`src/rtl/axi_rd_arbiter.sv`:
```
// Arbitrates the core's single AXI4 read channel between instruction fetch and data load.
// Optional `INST_BUF_EN adds a one-entry fetch result buffer so an unready if_id stage cannot hold the bus.
module axi_rd_arbiter #(
  parameter int unsigned ADDR_W  = 32,
  parameter int unsigned DATA_W  = 32,
  parameter logic [3:0]  INST_ID = 4'h0,
  parameter logic [3:0]  DATA_ID = 4'h1
) (
  input  logic              clk,
  input  logic              rst,
  input  logic              flush,
  input  logic              inst_req,
  input  logic [ADDR_W-1:0] inst_addr,
  input  logic              inst_ready,
  output logic [DATA_W-1:0] inst_rdata,
  output logic              inst_valid,
  output logic              inst_err,
  input  logic              data_req,
  input  logic [ADDR_W-1:0] data_addr,
  output logic [DATA_W-1:0] data_rdata,
  output logic              data_valid,
  output logic              data_err,
  output logic [3:0]        arid,
  output logic [ADDR_W-1:0] araddr,
  output logic [7:0]        arlen,
  output logic [2:0]        arsize,
  output logic [1:0]        arburst,
  output logic              arvalid,
  input  logic              arready,
  input  logic [3:0]        rid,
  input  logic [DATA_W-1:0] rdata,
  input  logic [1:0]        rresp,
  input  logic              rlast,
  input  logic              rvalid,
  output logic              rready
);

`ifdef INST_BUF_EN
  localparam bit BUF_EN = 1'b1;
`else
  localparam bit BUF_EN = 1'b0;
`endif

  typedef enum logic [2:0] {
    IDLE    = 3'd0,
    AR_INST = 3'd1,
    AR_DATA = 3'd2,
    R_INST  = 3'd3,
    R_DATA  = 3'd4,
    DRAIN   = 3'd5
  } state_e;

  state_e              state_q;
  logic                flush_pend_q;
  logic                arvalid_q;
  logic [ADDR_W-1:0]   araddr_q;
  logic [3:0]          arid_q;
  logic [DATA_W-1:0]   inst_rdata_q;
  logic                inst_valid_q;
  logic                inst_err_q;
  logic [DATA_W-1:0]   data_rdata_q;
  logic                data_valid_q;
  logic                data_err_q;
  logic                rready_c;
  logic                inst_buf_busy;

  // Single-beat single-ID transactions: rid and rlast carry no information here.
  logic unused_rsp;
  assign unused_rsp = ^{rid, rlast};

  // A held fetch result blocks new fetches until if_id takes it.
  assign inst_buf_busy = BUF_EN && inst_valid_q && !inst_ready;

  // R-channel ready: fetch beats follow if_id backpressure unless buffered.
  always_comb begin
    rready_c = 1'b0;
    case (state_q)
      R_DATA, DRAIN: rready_c = 1'b1;
      R_INST:        rready_c = BUF_EN ? 1'b1 : inst_ready;
      default:       rready_c = 1'b0;
    endcase
  end

  always_ff @(posedge clk) begin
    if (rst) begin
      state_q      <= IDLE;
      flush_pend_q <= 1'b0;
      arvalid_q    <= 1'b0;
      araddr_q     <= '0;
      arid_q       <= 4'h0;
      inst_rdata_q <= '0;
      inst_valid_q <= 1'b0;
      inst_err_q   <= 1'b0;
      data_rdata_q <= '0;
      data_valid_q <= 1'b0;
      data_err_q   <= 1'b0;
    end else begin
      data_valid_q <= 1'b0;
      if (!BUF_EN || flush || (inst_valid_q && inst_ready)) begin
        inst_valid_q <= 1'b0;
      end
      case (state_q)
        IDLE: begin
          if (data_req) begin
            araddr_q  <= data_addr;
            arid_q    <= DATA_ID;
            arvalid_q <= 1'b1;
            state_q   <= AR_DATA;
          end else if (inst_req && !flush && !inst_buf_busy) begin
            araddr_q  <= inst_addr;
            arid_q    <= INST_ID;
            arvalid_q <= 1'b1;
            state_q   <= AR_INST;
          end
        end
        // AR is never withdrawn once offered; a flush only redirects the response to DRAIN.
        AR_INST: begin
          if (flush) begin
            flush_pend_q <= 1'b1;
          end
          if (arready) begin
            arvalid_q    <= 1'b0;
            flush_pend_q <= 1'b0;
            state_q      <= (flush || flush_pend_q) ? DRAIN : R_INST;
          end
        end
        AR_DATA: begin
          if (arready) begin
            arvalid_q <= 1'b0;
            state_q   <= R_DATA;
          end
        end
        R_DATA: begin
          if (rvalid) begin
            data_rdata_q <= rdata;
            data_err_q   <= (rresp != 2'b00);
            data_valid_q <= 1'b1;
            state_q      <= IDLE;
          end
        end
        R_INST: begin
          if (rvalid && rready_c) begin
            if (!flush) begin
              inst_rdata_q <= rdata;
              inst_err_q   <= (rresp != 2'b00);
              inst_valid_q <= 1'b1;
            end
            state_q <= IDLE;
          end else if (flush) begin
            state_q <= DRAIN;
          end
        end
        DRAIN: begin
          if (rvalid) begin
            state_q <= IDLE;
          end
        end
        default: state_q <= IDLE;
      endcase
    end
  end

  assign arvalid    = arvalid_q;
  assign araddr     = araddr_q;
  assign arid       = arid_q;
  assign arlen      = 8'd0;
  assign arsize     = 3'b010;
  assign arburst    = 2'b01;
  assign rready     = rready_c;
  assign inst_rdata = inst_rdata_q;
  assign inst_valid = inst_valid_q;
  assign inst_err   = inst_err_q;
  assign data_rdata = data_rdata_q;
  assign data_valid = data_valid_q;
  assign data_err   = data_err_q;

endmodule
```
`config.mk`:
```
export PLATFORM = sky130hd
export DESIGN_NAME = axi_rd_arbiter
export DESIGN_NICKNAME = d
export VERILOG_FILES = /design/src/rtl/axi_rd_arbiter.sv
export SDC_FILE = /design/constraint.sdc
export NUM_CORES = 1
export LEC_CHECK = 0
export ABC_CLOCK_PERIOD_IN_PS = 2200
export BUFFER_PORTS_ARGS = -buffer_cell sky130_fd_sc_hd__buf_4
export CAP_MARGIN = 10
export CORE_MARGIN = 2
export CORE_UTILIZATION = 49
export CTS_CLUSTER_SIZE = 40
export DETAILED_ROUTE_END_ITERATION = 7
export PLACE_DENSITY = 0.86
export SYNTH_ARGS = -nofsm -noshare
export SYNTH_HDL_FRONTEND = slang
export SYNTH_SLANG_ARGS = --single-unit
```
`constraint.sdc`:
```
create_clock -name clk -period 2.2 [get_ports clk]
set_input_delay 0.44 -clock clk [delete_from_list [all_inputs] [get_ports clk]]
set_output_delay 0.44 -clock clk [all_outputs]
set_load 0.05 [all_outputs]
```
**Yosys cells after proc, flatten, opt, wreduce, memory -nomap -nowiden**

Index checks and enable logic that the tools add are counted.

- Input port bits: 111
- Memories kept: 0
- Bits in writable memories: 0
- Word-level logic and storage cells: 67
- Bits in read-only memories: 0
- Bits in latches: 0
- Output and inout bits: 119
- Register bits: 109

- Magnitude comparators: 0
- Add/sub/neg operators: 0
- Bitwise operators: 4
- Equal/unequal tests: 11
- Reductions and logical operators: 19
- Div/mod/pow operators: 0
- Multiplexer cells: 22
- Shifts and indexed selects: 0
- $mul: 0

Operator list:

| operator | number |
|---|---|
| 32-bit two-way mux | 2 |
| 3-bit two-way mux | 8 |
| 3-bit case mux with 5 select lines | 1 |
| 4-bit two-way mux | 2 |
| 2-bit nonzero test | 4 |
| 1-bit two-way mux | 7 |
| 3-bit by 2-bit == test with 1-bit output (second input constant) | 2 |
| 3-bit == test (second input constant) | 2 |
| 3-bit != test (second input constant) | 2 |
| 2-bit AND reduction | 3 |
| 3-bit AND reduction | 2 |
| 2-bit OR reduction | 3 |
| 5-bit AND reduction | 1 |
| 2-bit by 1-bit != test with 1-bit output (second input constant) | 2 |
| 2-bit != test (second input constant) | 2 |
| 1-bit inverter | 4 |
| 1-bit case mux with 2 select lines | 2 |
| 3-bit by 1-bit == test with 1-bit output (second input constant) | 1 |
| 3-bit zero test | 1 |
| 3-bit OR reduction | 1 |
| 1-bit logical AND | 2 |
| 1-bit zero test | 1 |
| 1-bit logical OR | 1 |

**Longest topological paths before layout**

Gate-level depths: netlist of the first run.

- Depth in word-level cells: 6
- Depth in mapped cells: 7
- Depth with buffers taken out: 4

**Least setup slack after synthesis of the first run**

No wires, ideal clock.

- Path kind: reg2out
- Start: reg state_q[2]
- End: out rready
- Data required time: 1,760 ps
- Slack: 375 ps
- Data arrival time: 1,385 ps
- Cell stages (with the launch flop): 4
- Buffers on the path: 1
- Cell sequence: dfxtp_1 > buf_2 > nand2b_4 > o2bb2ai_1

- Word-level cells in the longest chain between the ends: 3
- Elaborated cells on any way between the ends: 5
- Those cells by class: eq/ne (3); mux (1); reduce/logical (1)

RTL lines:

| item | RTL line | RTL |
|---|---|---|
| from (decl) | 53 | `state_e state_q;` |
| from (signal assigned) | 124 | `state_q <= (flush \|\| flush_pend_q) ? DRAIN : R_INST;` |
| 3-bit == test | 77 | `case (state_q)` |
| 2-bit OR reduction (no line) | - |  |
| 1-bit case mux with 2 select lines (*) | 77 |  |
| to (decl) | 35 | `output logic rready` |

Every way passes the cells marked *; elsewhere a longest branch is shown, timed or not.

**Worst setup path after layout of the first run**

Same ends and word-level chain as after synthesis.

==> results of run 1 <==
[Yosys cell counts (2+ instances only)]
library cell and n:
nor2_1 44, a211o_1 2, inv_1 3, buf_2 19, a211oi_2 20, nand3_1 2, a211oi_1 15, conb_1 2
dfxtp_1 106, buf_4 20, nand2_1 132, clkbuf_1 15, mux2i_1 33, o31a_1 2, a21oi_1 66
[metal layers]
metal	up-vias	routed length [um]	part of all wire [%]
li1	2044	-	-
met1	1917	4370	38
met2	155	6040	53
met3	30	698	6.1
met4	0	296	2.6
met5	-	0	0
[critical path, cell delays in order, from the launching register on]
cell	delay [ns]
dfxtp_1	0.32
buf_4	0.17
nand2b_4	0.16
o2bb2ai_1	0.15
buf_4	0.23
[state kept, by name, indices dropped and copies added, names as in the netlist, 3 cells and up]
signal	cells
araddr	32
data_rdata	32
inst_rdata	32
state_q	3
[logic make-up after synthesis]
kind of cell	after synthesis	share of synthesized area, %
and+or+nand+nor	190	17.8
muxes	33	7.55
buffers and inverters	58	7.41
AOI/OAI and AO/OA	114	18.3
DFF	106	48.5
xor gates and xnor gates	1	0.200
other	2	0.172
[per-stage QoR]
step / area (um2) / std cells / power (mW) / setup WS, ns
final: 6130 / 808 / 7.07 / 0.381
after global routing: 6130 / 808 / 7.44 / 0.295
after CTS: 6110 / 807 / 7.11 / 0.315
after detailed placement: 5930 / 791 / 5.99 / 0.194
after global placement: 5930 / 791 / 5.89 / 0.209
after floorplan: 4430 / 518 / 5.06 / 0.375
[area by class of cell]
type                    instances  area (um2)  area share, %
flip-flops and latches        106        2120           34.6
multi-input cells             354        1980           32.3
repair buffers                221        1690           27.6
well taps                     108         135           2.21
clock buffers                  10         128           2.08
clock inverters                 6        57.6          0.940
inverters                       3        11.3          0.184
[where the power goes]
part,internal (mW),leakage (nW),switching [mW]
combinational,1.15,1.73,2.34
clock,0.439,0.0949,0.678
sequential,2.28,0.863,0.185
total,3.87,2.69,3.21
[worst paths after layout]
kind                      start       endpoint  slack, ns  cells past startpoint
setup / recovery     state_q[2]         rready       0.38                      4
hold / removal          arready   flush_pend_q       0.27                      2
setup reg to reg     state_q[2]      araddr[0]       0.48                      6
hold reg to reg   inst_rdata[1]  inst_rdata[1]       0.46                      2
==> summary.txt, run 1 <==
Global routing
  • Met1 global-route usage: 24.6%
  • Busiest grt layer: met2
  • Initial antenna violation count: 0
  • Met3 Use GR: 5.82%
  • GR Overflow Total: 0
  • Met2 Usage GRT: 42.9%
  • Pin count of the biggest net entering global routing: 68
  • GRT Overall Usage: 22.9%
  • Global-route wire length before repair: 18300 um
  • Vias in the first global route: 4124

Timing
  • Post-layout min period: 1.82 ns
  • Final setup viols: 0
  • RSZ-0062 raised after global routing: no
  • Fmax: 550 MHz
  • Final Max Slew Viols: 0
  • Worst hold slack: 0.273 ns
  • Final Cycle Share: 82.7%
  • Slew @ Worst Pin: 0.754 ns
  • Relative max-transition margin: 49.7%
  • Count of final hold-check violations: 0
  • Skew final: 0.0119 ns
  • Post-Route Setup TNS: 0 ns

Floorplanning
  • Die Height: 98.5 um
  • Top-Level Pins: 230
  • Core Region: 8680 um2
  • Die width: 98.5 um
  • Die ar.: 9700 um2
  • # rows: 34
  • Starting density of the core: 50.4%

Yosys
  • Yosys top cell area share: 48.5%
  • Post-synth EDFFs: 0
  • Post-synth top flop: dfxtp_1
  • Synth Register Bits: 106
  • Synth cell types: 38
  • Sequential element share of the synthesized area: 48.5%
  • Synthesized area per cell: 8.68 um2
  • Post-Syn Area: 4370 um2
  • Biggest area consumer among synthesized cells: dfxtp_1
  • Share of flip-flops with an asynchronous set or reset: 0%
  • Synthesis Warnings: 0
  • Synth top area cells: dfxtp_1, nand2_1, a21oi_1, mux2i_1, a211oi_2
  • Post-Syn Instances: 504

Power
  • Peak supply drop: 0.000750 V
  • Pleak: 2.69 nW
  • Power per Cell Area: 1150 nW/um2

Route
  • Routed WL per cell: 14.1 um
  • Routed Antenna Nets: 0
  • DR pass1 iterations: 4
  • WL final: 11400 um
  • Post-route DRC: 0
  • Via Count: 4146
  • 1st-iter DRT viols: 121
  • Via/cell ratio: 5.13

Clock tree
  • CTS Hold Bufs: 0
  • Clk slew on worst S/H paths: 0.10 ns
  • TritonCTS clock tree: done
  • Post-CTS setup buffers: 0
  • Root buffer cell: clkbuf_8
  • CTS max path bufs: 2
  • H-Tree Depth: 3
  • Clock sinks: 106
  • CTS resizes: 0
  • Total CTS buffers: 9
  • Worst-Skew Late Latency: 0.36 ns

Status
  • Status: finished clean

Flow run
  • Max capacitance violation total: 0

Worst setup path
  • Arrival @ worst endpoint: 1.38 ns
  • Crit. End Element: primary output
  • Crit path kind: flop to primary output
  • CP max FO: 12
  • Startpoint Class: flop
  • Worst Path Required: 1.76 ns

Finish
  • Share of layout cells above drive strength 1: 37.7%
  • Most common cell after layout, fill and taps aside: buf_4
  • Fillers: 714
  • Fin util: 70.6%
  • Most frequent cells in the layout: buf_4, nand2_1, dfxtp_1
  • Nets: 806
  • Syn-to-layout area delta: 40.1%
  • Antenna diodes: 0

Worst hold path
  • Worst hold path type: primary input to flop

Place
  • Dpl hpwl: 8450 um
  • Input/output buffers: 208
  • GPL Wtd Cong: 0.835
No activity file was read; power rests on OpenSTA's default activity.
==> run 2: changes to the inputs <==
==> config.mk (replaced) <==
export PLATFORM = sky130hd
export DESIGN_NAME = axi_rd_arbiter
export DESIGN_NICKNAME = d
export VERILOG_FILES = /design/src/rtl/axi_rd_arbiter.sv
export SDC_FILE = /design/constraint.sdc
export NUM_CORES = 1
export LEC_CHECK = 0
export ABC_AREA = 1
export ABC_CLOCK_PERIOD_IN_PS = 1500
export BUFFER_PORTS_ARGS = -buffer_cell sky130_fd_sc_hd__buf_4
export CAP_MARGIN = 10
export CORE_MARGIN = 2
export CORE_UTILIZATION = 40
export CTS_CLUSTER_SIZE = 40
export DETAILED_ROUTE_END_ITERATION = 7
export PLACE_DENSITY = 0.76
export SYNTH_ARGS = -nofsm -noshare
export SYNTH_HDL_FRONTEND = slang
export SYNTH_SLANG_ARGS = --single-unit
==> constraint.sdc (replaced) <==
create_clock -name clk -period 1.5 [get_ports clk]
set_input_delay 0.3 -clock clk [delete_from_list [all_inputs] [get_ports clk]]
set_output_delay 0.3 -clock clk [all_outputs]
set_load 0.05 [all_outputs]
==> summary.txt, run 2 <==
Route
  • WL final: 12400 um (was 11400 um)
  • Post-route DRC: 0 (unchanged)
  • DR pass1 iterations: 4 (unchanged)
  • Via Count: 4110 (was 4146)
  • Routed Antenna Nets: 0 (unchanged)
  • 1st-iter DRT viols: 190 (was 121)
  • Routed WL per cell: 14.3 um (was 14.1 um)
  • Via/cell ratio: 4.74 (was 5.13)

Floorplanning
  • # rows: 37 (was 34)
  • Die ar.: 11600 um2 (was 9700 um2)
  • Die Height: 108 um (was 98.5 um)
  • Starting density of the core: 41.4% (was 50.4%)
  • Core Region: 10400 um2 (was 8680 um2)
  • Top-Level Pins: 230 (unchanged)
  • Die width: 108 um (was 98.5 um)

Timing
  • Worst setup margin: 0.00651 ns (was 0.381 ns)
  • Post-Route Setup TNS: 0 ns (unchanged)
  • Fmax: 670 MHz
  • Count of final hold-check violations: 0 (unchanged)
  • Final Cycle Share: 99.6%
  • Worst hold slack: 0.129 ns (was 0.273 ns)
  • RSZ-0062 raised after global routing: yes (was no)
  • Skew final: 0.0174 ns (was 0.0119 ns)
  • Final setup viols: 0 (unchanged)
  • Post-layout min period: 1.49 ns
  • Final Max Slew Viols: 0 (unchanged)

Yosys
  • Proportion of synthesized area in mux cells: 7.46% (was 7.55%)
  • Synth cell types: 26 (was 38)
  • Largest family of logic cells by synthesized area: compound AO/OA/AOI/OAI gates (unchanged)
  • Synth Area in Compound Gates: 20.3% (was 18.3%)
  • Sequential element share of the synthesized area: 49.4% (was 48.5%)
  • Synthesized area per cell: 8.22 um2 (was 8.68 um2)
  • Post-synth top flop: dfxtp_1 (unchanged)
  • Count leader, synth: dfxtp_1 (was nand2_1)
  • Synth Register Bits: 106 (unchanged)
  • Synthesis Warnings: 0 (unchanged)
  • Yosys top cell area share: 49.4% (was 48.5%)
  • XOR/XNOR Fraction of Synth Area: 0% (was 0.200%)
  • Share of flip-flops with an asynchronous set or reset: 0% (unchanged)
  • Synth Area in Simple Gates: 11.1% (was 17.8%)
  • Post-Syn Instances: 522 (was 504)
  • Biggest area consumer among synthesized cells: dfxtp_1 (unchanged)
  • Post-Syn Area: 4290 um2 (was 4370 um2)
  • Post-synthesis adder-cell area fraction: 0% (unchanged)
  • Top cells by count, synth: dfxtp_1, o21ai_0, nor2_1 (was nand2_1, dfxtp_1, a21oi_1)
  • Post-synth EDFFs: 0 (unchanged)
  • Synth top area cells: dfxtp_1, o21ai_0, a21oi_1, mux2i_1, nor2_1 (was dfxtp_1, nand2_1, a21oi_1, mux2i_1, a211oi_2)

Power
  • Pleak: 3.02 nW (was 2.69 nW)
  • Power per Cell Area: 1660 nW/um2 (was 1150 nW/um2)
  • Peak supply drop: 0.00102 V (was 0.000750 V)

Place
  • Dpl hpwl: 8970 um (was 8450 um)
  • Input/output buffers: 208 (unchanged)
  • GPL Wtd Cong: 0.928 (was 0.835)
  • Placed Cells: 841 (was 791)
  • Worst slack, placed: -0.00987 ns (was 0.194 ns)

Flow run
  • Max capacitance violation total: 0 (unchanged)

Clock tree
  • H-Tree Depth: 3 (unchanged)
  • Worst-Skew Late Latency: 0.37 ns (was 0.36 ns)
  • Root buffer cell: clkbuf_8 (unchanged)
  • TritonCTS clock tree: done (unchanged)
  • Total CTS buffers: 9 (unchanged)
  • Clock sinks: 106 (unchanged)
  • CTS Hold Bufs: 0 (unchanged)
  • Clk slew on worst S/H paths: 0.11 ns (was 0.10 ns)
  • CTS max path bufs: 2 (unchanged)

Status
  • Status: finished clean (unchanged)

Finish
  • Most common cell after layout, fill and taps aside: buf_4 (unchanged)
  • Most frequent cells in the layout: buf_4, dfxtp_1, nor2_1 (was buf_4, nand2_1, dfxtp_1)
  • Non-filler cells in the finished layout: 867 (was 808)
  • Share of layout cells above drive strength 1: 37.6% (was 37.7%)
  • Nets: 837 (was 806)
  • Antenna diodes: 0 (unchanged)
  • Fillers: 950 (was 714)
  • Syn-to-layout area delta: 46.8% (was 40.1%)

Worst setup path
  • Crit. End Element: flop (was primary output)
  • Crit path kind: flop to flop (was flop to primary output)
  • Worst Path Required: 1.80 ns (was 1.76 ns)
  • CP max FO: 23 (was 12)
  • Startpoint Class: flop (unchanged)
  • Arrival @ worst endpoint: 1.80 ns (was 1.38 ns)

Worst hold path
  • Worst hold path type: primary input to flop (unchanged)

Global routing
  • GR Overflow Total: 0 (unchanged)
  • Vias in the first global route: 3985 (was 4124)
  • Pin count of the biggest net entering global routing: 58 (was 68)
  • Initial antenna violation count: 0 (unchanged)
  • Global-route wire length before repair: 18800 um (was 18300 um)
  • GRT Overall Usage: 20.5% (was 22.9%)
[run 2: final cells by class]
cell class	count	area, um2	share of cell area, %
tap	136	170	2.70
clock buffer	9	124	1.97
multi-input combinational	332	1780	28.3
timing repair buffer	230	1850	29.4
clock inverter	7	58.8	0.933
inverter	47	180	2.86
sequential	106	2130	33.8
[run 2: logic make-up after synthesis]
| logic type | count (synthesis) |
|---|---|
| other cells | 2 |
| compound gates | 173 |
| simple gates | 111 |
| mux | 32 |
| flops | 106 |
| buf+inv | 98 |
[run 2: worst paths after layout]
| path | startpoint | endpoint | slack [ns] | cells past startpoint |
|---|---|---|---|---|
| setup / recovery | state_q[1] | araddr[17] | 0.007 | 8 |
| hold / removal | arready | arvalid | 0.13 | 2 |
| setup reg to reg | state_q[1] | araddr[17] | 0.007 | 8 |
| hold reg to reg | inst_err | inst_err | 0.45 | 2 |
[run 2: critical path: stages (launching register included)]
cell and delay [ns]:
dfxtp_4 0.37, buf_6 0.13, nor3_4 0.20, inv_2 0.07, nor2_4 0.13, buf_4 0.15
clkbuf_16 0.18, o21ai_0 0.09, a21oi_1 0.13
[run 2: through the flow]
stage	instance area (um2)	total power [mW]	util (%)
finish	6300	10.5	60.8
global route	6300	11.0	60.8
CTS	6140	9.98	59.2
detailed placement	5900	8.17	56.9
global placement	5900	8.05	56.9
floorplan	4350	6.77	-
[run 2: routing by layer]
layer | share of wire (%) | track usage, % | wire length (um) | vias to the layer above
met5 | 0 | 0 | 0 | -
met4 | 2.4 | 7.51 | 294 | 0
met3 | 5.7 | 5.51 | 708 | 19
met2 | 51 | 36.9 | 6280 | 106
met1 | 41 | 23.0 | 5080 | 1890
li1 | - | - | - | 2095
[run 2: power breakdown]
part	switching, mW	internal [mW]	leakage (nW)
logic	3.32	1.79	2.05
clock network	1.05	0.641	0.0982
registers	0.310	3.35	0.866
[run 2: timing repair]
item,in CTS,in global routing
pin swaps,3,3
cloned,0,3
buffers inserted,4,3
gates resized for setup,9,66
setup endpoints to repair,23,82
